`src/rtl/uart_pkg.sv`:
```
// uart_pkg: shared constants and types for the UART receiver slice.
//   DATA_W           - width of a received character (8)
//   CLKS_PER_BIT_DEF - default clk cycles per serial bit
//   state_t          - receiver FSM state encoding
package uart_pkg;

  localparam int DATA_W           = 8;
  localparam int CLKS_PER_BIT_DEF = 16;

  typedef enum logic [2:0] {
    IDLE      = 3'd0,
    START     = 3'd1,
    DATA      = 3'd2,
    STOP      = 3'd3,
    WAIT_IDLE = 3'd4
  } state_t;

endpackage

```
`src/rtl/uart_sync2.sv`:
```
// uart_sync2: two-flop synchronizer for an asynchronous level, reset to 1
// so an idle-high serial line never looks like a start bit after reset.
//   clk   - destination clock
//   reset - synchronous, active-high; forces both flops to 1
//   d     - asynchronous input
//   q     - synchronized output
module uart_sync2 (
  input  logic clk,
  input  logic reset,
  input  logic d,
  output logic q
);

  logic sync_p0;
  logic sync_p1;

  // stage 0 -> stage 1 synchronizer chain
  always_ff @(posedge clk) begin
    if (reset) begin
      sync_p0 <= 1'b1;
      sync_p1 <= 1'b1;
    end else begin
      sync_p0 <= d;
      sync_p1 <= sync_p0;
    end
  end

  assign q = sync_p1;

endmodule

```
`src/rtl/uart_rx.sv`:
```
// uart_rx: 8N1 UART receiver with a one-entry output register and
// valid/ready handshake.
//   clk       - single clock, rising edge
//   reset     - synchronous, active-high
//   pin       - asynchronous serial input, idle high, LSB first
//   data      - received byte, held while valid
//   valid     - data holds an unconsumed byte
//   ready     - consumer takes data when valid && ready
//   frame_err - one-cycle pulse when the stop bit is sampled low
//   overrun   - sticky until reset; a completed byte was dropped
//   busy      - receiver is not in IDLE
module uart_rx
  import uart_pkg::*;
#(
  parameter int CLKS_PER_BIT = CLKS_PER_BIT_DEF
) (
  input  logic              clk,
  input  logic              reset,
  input  logic              pin,
  output logic [DATA_W-1:0] data,
  output logic              valid,
  input  logic              ready,
  output logic              frame_err,
  output logic              overrun,
  output logic              busy
);

  localparam int CW = $clog2(CLKS_PER_BIT);
  localparam int IW = $clog2(DATA_W);
  // Counters count down to zero; loading N-1 gives a sample N cycles later.
  localparam logic [CW-1:0] HALF_LD  = CW'(CLKS_PER_BIT / 2 - 1);
  localparam logic [CW-1:0] FULL_LD  = CW'(CLKS_PER_BIT - 1);
  localparam logic [IW-1:0] LAST_BIT = IW'(DATA_W - 1);

  logic              rx_s;
  state_t            state;
  state_t            state_nxt;
  logic [CW-1:0]     baud_cnt;
  logic [IW-1:0]     bit_idx;
  logic [DATA_W-1:0] shift;

  logic cnt_zero;
  logic ld_half;
  logic ld_full;
  logic take_bit;
  logic deliver;
  logic ferr_set;

  uart_sync2 u_sync (
    .clk   (clk),
    .reset (reset),
    .d     (pin),
    .q     (rx_s)
  );

  assign cnt_zero = (baud_cnt == '0);
  assign busy     = (state != IDLE);

  always_comb begin
    state_nxt = state;
    ld_half   = 1'b0;
    ld_full   = 1'b0;
    take_bit  = 1'b0;
    deliver   = 1'b0;
    ferr_set  = 1'b0;
    case (state)
      IDLE: begin
        if (!rx_s) begin
          state_nxt = START;
          ld_half   = 1'b1;
        end
      end
      START: begin
        if (cnt_zero) begin
          if (!rx_s) begin
            state_nxt = DATA;
            ld_full   = 1'b1;
          end else begin
            // Line back high at mid-start: treat as a glitch.
            state_nxt = IDLE;
          end
        end
      end
      DATA: begin
        if (cnt_zero) begin
          take_bit = 1'b1;
          ld_full  = 1'b1;
          if (bit_idx == LAST_BIT) state_nxt = STOP;
        end
      end
      STOP: begin
        if (cnt_zero) begin
          if (rx_s) begin
            deliver   = 1'b1;
            state_nxt = IDLE;
          end else begin
            ferr_set  = 1'b1;
            state_nxt = WAIT_IDLE;
          end
        end
      end
      WAIT_IDLE: begin
        // A held-low break parks here, so it reports only one frame error.
        if (rx_s) state_nxt = IDLE;
      end
      default: state_nxt = IDLE;
    endcase
  end

  // FSM state, baud and bit counters
  always_ff @(posedge clk) begin
    if (reset) begin
      state    <= IDLE;
      baud_cnt <= '0;
      bit_idx  <= '0;
    end else begin
      state <= state_nxt;
      if (ld_half)       baud_cnt <= HALF_LD;
      else if (ld_full)  baud_cnt <= FULL_LD;
      else if (!cnt_zero) baud_cnt <= baud_cnt - CW'(1);
      if (state == IDLE)  bit_idx <= '0;
      else if (take_bit) bit_idx <= bit_idx + IW'(1);
    end
  end

  // Shift register is pure datapath; IDLE restarts the index each frame.
  always_ff @(posedge clk) begin
    if (take_bit) shift[bit_idx] <= rx_s;
  end

  // Output register: one entry, loads when empty or drained this cycle.
  always_ff @(posedge clk) begin
    if (reset) begin
      data      <= '0;
      valid     <= 1'b0;
      frame_err <= 1'b0;
      overrun   <= 1'b0;
    end else begin
      frame_err <= ferr_set;
      if (deliver) begin
        if (!valid || ready) begin
          data  <= shift;
          valid <= 1'b1;
        end else begin
          overrun <= 1'b1;
        end
      end else if (valid && ready) begin
        valid <= 1'b0;
      end
    end
  end

endmodule
```
`config.mk`:
```
export PLATFORM = sky130hd
export DESIGN_NAME = uart_rx
export DESIGN_NICKNAME = d
export VERILOG_FILES = /design/src/rtl/uart_pkg.sv /design/src/rtl/uart_sync2.sv /design/src/rtl/uart_rx.sv
export SDC_FILE = /design/constraint.sdc
export NUM_CORES = 1
export LEC_CHECK = 0
export BUFFER_PORTS_ARGS = -buffer_cell sky130_fd_sc_hd__buf_2
export CAP_MARGIN = 20
export CORE_MARGIN = 4
export CORE_UTILIZATION = 43
export CTS_BUF_LIST = sky130_fd_sc_hd__clkbuf_4
export DETAILED_ROUTE_END_ITERATION = 16
export PLACE_DENSITY_LB_ADDON = 0.25
export SYNTH_ARGS = -nofsm -noshare
export SYNTH_HDL_FRONTEND = slang
export SYNTH_SLANG_ARGS = --single-unit
```
`constraint.sdc`:
```
create_clock -name clk -period 2.45 [get_ports clk]
set_clock_uncertainty 0.05 [all_clocks]
set_input_delay 0.245 -clock clk [delete_from_list [all_inputs] [get_ports clk]]
set_output_delay 0.245 -clock clk [all_outputs]
set_load 0.05 [all_outputs]
```
==> impl_table.tex <==
\begin{tabular}{lr}
\hline
Metric & Value \\
\hline
\multicolumn{2}{l}{\textbf{Outcome}} \\
\quad Run status & completed \\
\multicolumn{2}{l}{\textbf{Timing}} \\
\quad Post-route fraction of the period consumed by the critical path & around four fifths \\
\quad Normalized max-slew margin & approximately three fifths \\
\quad Final count of negative-setup-slack endpoints & 0 \\
\quad Hold violation total from the final report & 0 \\
\quad Transition at the pin with the smallest max-transition slack & $\sim$0.6 ns \\
\quad Number of slew-limit violations in the final report & 0 \\
\quad Setup TNS Final & 0 ns \\
\quad Max frequency & 0.518 GHz \\
\quad Shortest clock period the worst path allows after layout & 1.93 ns \\
\quad RSZ-0062 raised after global routing & no \\
\multicolumn{2}{l}{\textbf{Yosys}} \\
\quad Cell types with the largest area share after synthesis & sky130\_fd\_sc\_hd\_\_dfxtp\_1 (32\%), sky130\_fd\_sc\_hd\_\_edfxtp\_1 (16\%), sky130\_fd\_sc\_hd\_\_nand2b\_1 (9.4\%) \\
\quad Commonest cells in the netlist & sky130\_fd\_sc\_hd\_\_dfxtp\_1 (23), sky130\_fd\_sc\_hd\_\_nand2b\_1 (22), sky130\_fd\_sc\_hd\_\_nor2\_1 (13) \\
\quad Dominant cell by count in the synthesized netlist & sky130\_fd\_sc\_hd\_\_dfxtp\_1 \\
\quad Share of synthesized flip-flops with an asynchronous set or reset & 0\% \\
\quad Number of enable-type register cells in the synthesized netlist & 8 \\
\quad Cell count after synthesis & 138 \\
\quad Post-synth cell types & 38 \\
\quad Sequential share of the synthesized area & 48.0\% \\
\quad Top\_reg\_cell synth & sky130\_fd\_sc\_hd\_\_dfxtp\_1 \\
\quad Mean instance size in the synthesized netlist & 10.6 sq um \\
\quad Proportion of netlist area held by the largest area contributor & 31.5\% \\
\quad Area of the mapped netlist & $\sim$1500 sq um \\
\quad Post-synthesis cell type with the largest combined area & sky130\_fd\_sc\_hd\_\_dfxtp\_1 \\
\quad Net count of the mapped netlist & 146 \\
\quad FF+latch count, synth & 31 \\
\quad Number of synthesis warnings & 0 \\
\multicolumn{2}{l}{\textbf{Clock tree}} \\
\quad Postcts setup bufs & 0 \\
\quad H-tree depth reported by CTS & 2 \\
\quad Clock-pin slew reported for the worst setup and hold paths after clock tree synthesis & 0.10 ns \\
\quad TritonCTS Buffers & 5 \\
\quad CTS tree & yes \\
\quad Clock Root Buffer & sky130\_fd\_sc\_hd\_\_clkbuf\_4 \\
\quad Max Buffers Root-to-Sink & 2 \\
\quad Post-cts resize count & 0 \\
\quad CTS hold repair buffers & 0 \\
\quad Clock network latency to the later pin of the worst-skew pair & 0.32 ns \\
\quad Number of clock sinks & 31 \\
\multicolumn{2}{l}{\textbf{Layout}} \\
\quad Area of the multi-input gates & 694 sq um \\
\quad Number of standard cells in the final layout excluding fillers & 199 \\
\quad Fillers & $\sim$310 \\
\quad Number of antenna cells inserted & 0 \\
\quad Fraction of layout cells with a size suffix above 1 & 21.3\% \\
\quad Net count, final & 162 \\
\quad Area Overhead vs Synth & 9.94\% \\
\quad Sequential cell area & between 700 and 800 sq um \\
\multicolumn{2}{l}{\textbf{Worst hold path}} \\
\quad Type of the most critical hold path & primary input to register \\
\multicolumn{2}{l}{\textbf{Setup path}} \\
\quad Worst reg2reg setup slack & 0.52 ns \\
\quad Crit path capture type & register \\
\quad Critical setup path kind & register to register \\
\quad Worst path top cell family by delay & simple AND/OR/NAND/NOR gates \\
\quad Worst-path cell with the longest stage delay & sky130\_fd\_sc\_hd\_\_dfxtp\_1 \\
\quad Arrival time worst endpoint & 1.91 ns \\
\quad Ordered cell list for the critical path & nor3b\_2 > nand3b\_1 > nor3\_1 \\
\quad Data required time of the worst path & 2.43 ns \\
\quad Kind of launch point of the worst setup path & register \\
\quad Largest stage delay on the critical path & 0.64 ns \\
\quad Buffers plus inverters on the worst setup path & 0 \\
\quad Largest fanout on the critical path & 13 \\
\multicolumn{2}{l}{\textbf{Placement}} \\
\quad Cell count after placement & around 190 \\
\quad Placer Congestion & 0.746 \\
\quad IO buf count & 15 \\
\quad Half-perimeter wire length of the detailed placement result & 1.75 mm \\
\multicolumn{2}{l}{\textbf{Detailed routing}} \\
\quad Routed length per instance & around 13 um \\
\quad Number of design-rule violations left by the first detailed-router iteration & between 40 and 50 \\
\quad Via count & 1,025 \\
\quad Count of TritonRoute iterations in the first routing pass & 4 \\
\quad Detail Route Antenna Nets & 0 \\
\quad Post-detailed-route via-to-cell ratio & roughly 5.2 \\
\quad \# DRC & 0 \\
\quad Routed wire length & 2.56 mm \\
\multicolumn{2}{l}{\textbf{Power}} \\
\quad Maximum resistive drop on vdd & 418 uV \\
\quad Cell Pwr Density & just over 700 nW/um\^{}2 \\
\quad Leakage power summed over all cells & slightly below 0.6 nW \\
\multicolumn{2}{l}{\textbf{Global routing}} \\
\quad Gr usage total & 13.5\% \\
\quad First-pass GRT wire length & approximately 4.6 mm \\
\quad GRT Residual Overflow & 0 \\
\quad Pin count of the biggest net entering global routing & 35 \\
\quad Vias in the first global route & 1,039 \\
\quad Antenna violations before repair & 0 \\
\multicolumn{2}{l}{\textbf{Die}} \\
\quad CORE AREA & 3150 sq um \\
\quad Num ports & 16 \\
\quad Die extent in y & 66.3 um \\
\quad Total die area & 4390 sq um \\
\quad Row Count & 20 \\
\quad Die outline width & between 60 and 70 um \\
\quad Initial core utilization & 46.3\% \\
\multicolumn{2}{l}{\textbf{Run}} \\
\quad Max-cap violations & 0 \\
\hline
\end{tabular}
placed cells by master (no fill, tap or decap):
cell type / count
sky130_fd_sc_hd__a2111oi_2: 1
sky130_fd_sc_hd__a211oi_1: 2
sky130_fd_sc_hd__a21oi_1: 2
sky130_fd_sc_hd__a221oi_1: 2
sky130_fd_sc_hd__a311oi_1: 1
sky130_fd_sc_hd__a31oi_1: 2
sky130_fd_sc_hd__and3b_1: 1
sky130_fd_sc_hd__and3b_2: 1
sky130_fd_sc_hd__buf_2: 15
sky130_fd_sc_hd__buf_4: 2
sky130_fd_sc_hd__clkbuf_4: 6
sky130_fd_sc_hd__clkinv_1: 1
sky130_fd_sc_hd__clkinv_2: 1
sky130_fd_sc_hd__dfxtp_1: 23
sky130_fd_sc_hd__edfxtp_1: 8
sky130_fd_sc_hd__ha_1: 4
sky130_fd_sc_hd__inv_1: 3
sky130_fd_sc_hd__mux2i_1: 10
sky130_fd_sc_hd__nand2_1: 3
sky130_fd_sc_hd__nand2b_1: 22
sky130_fd_sc_hd__nand3_1: 2
sky130_fd_sc_hd__nand3b_1: 2
sky130_fd_sc_hd__nand4b_1: 1
sky130_fd_sc_hd__nor2_1: 13
sky130_fd_sc_hd__nor2b_1: 1
sky130_fd_sc_hd__nor3_1: 6
sky130_fd_sc_hd__nor3b_1: 2
sky130_fd_sc_hd__nor3b_2: 2
sky130_fd_sc_hd__nor4_1: 3
sky130_fd_sc_hd__nor4_4: 1
sky130_fd_sc_hd__nor4b_4: 1
sky130_fd_sc_hd__nor4bb_1: 1
sky130_fd_sc_hd__o21ai_0: 2
sky130_fd_sc_hd__o21ai_1: 1
sky130_fd_sc_hd__o21bai_1: 1
sky130_fd_sc_hd__or2_2: 3
sky130_fd_sc_hd__or3_1: 1
sky130_fd_sc_hd__or3b_1: 1
sky130_fd_sc_hd__xnor2_1: 1
path summary, 6_finish.rpt:
kind | from | cells after the start | to
worst max register to register | state[1] | 3 | shift[0]
worst min-delay path | pin | 2 | u_sync.sync_p0
worst max-delay path | state[1] | 3 | shift[0]
worst min register to register | u_sync.sync_p0 | 1 | u_sync.q
through the flow:
| stage | power, mW | hold slack [ns] | area, sq um | worst slack [ns] | util, % |
|---|---|---|---|---|---|
| after floorplan | 0.811 | 0.299 | 1460 | 0.845 | - |
| after global placement | 0.860 | 0.346 | 1550 | 0.585 | 49.2 |
| after detailed placement | 0.878 | 0.348 | 1550 | 0.507 | 49.2 |
| after CTS | 1.17 | 0.0485 | 1610 | 0.496 | 50.9 |
| after global routing | 1.23 | 0.0517 | 1610 | 0.302 | 50.9 |
| final | 1.15 | 0.0637 | 1610 | 0.519 | 50.9 |
state kept, by name, summed over array words and instances (netlist names):
register and count:
data 8, shift 8, u_sync.q 1, frame_err 1, state 3, overrun 1, valid 1, u_sync.sync_p0 1
baud_cnt 4, bit_idx 3
cell type report:
class                           count  share of cell area [%]
Sequential cell                    31                    43.6
Multi-Input combinational cell     96                    43.3
Timing Repair Buffer               17                    5.61
Tap cell                           44                    3.43
Clock buffer                        6                    2.81
Inverter                            3                   0.701
Clock inverter                      2                   0.546
logic make-up (layout without fill, tap and decap cells):
| family | count (synthesis) | after routing | share of synthesized area [%] |
|---|---|---|---|
| AND/OR/NAND/NOR | 67 | 67 | 29.7 |
| flip-flops | 31 | 31 | 48.0 |
| AO/OA/AOI/OAI | 14 | 14 | 6.94 |
| buffers and inverters | 11 | 28 | 4.46 |
| multiplexers | 10 | 10 | 6.86 |
| adder cells (fa/ha/maj) | 4 | 4 | 3.43 |
| XOR/XNOR | 1 | 1 | 0.600 |
where the power goes:
part           leakage [nW]  internal, mW  switching (mW)
Combinational         0.307         0.133           0.139
Clock                0.0331         0.119           0.167
Sequential            0.257         0.555          0.0399
Total                 0.597         0.807           0.345
routing by layer:
metal	global-route usage, %	part of all wire (%)	vias to the layer above
met1	15.4	46	490
met2	23.0	49	16
li1	-	-	517
met3	5.10	3.8	2
met4	4.06	0.94	0
met5	0	0	-
No activity file was read; power rests on OpenSTA's default activity.
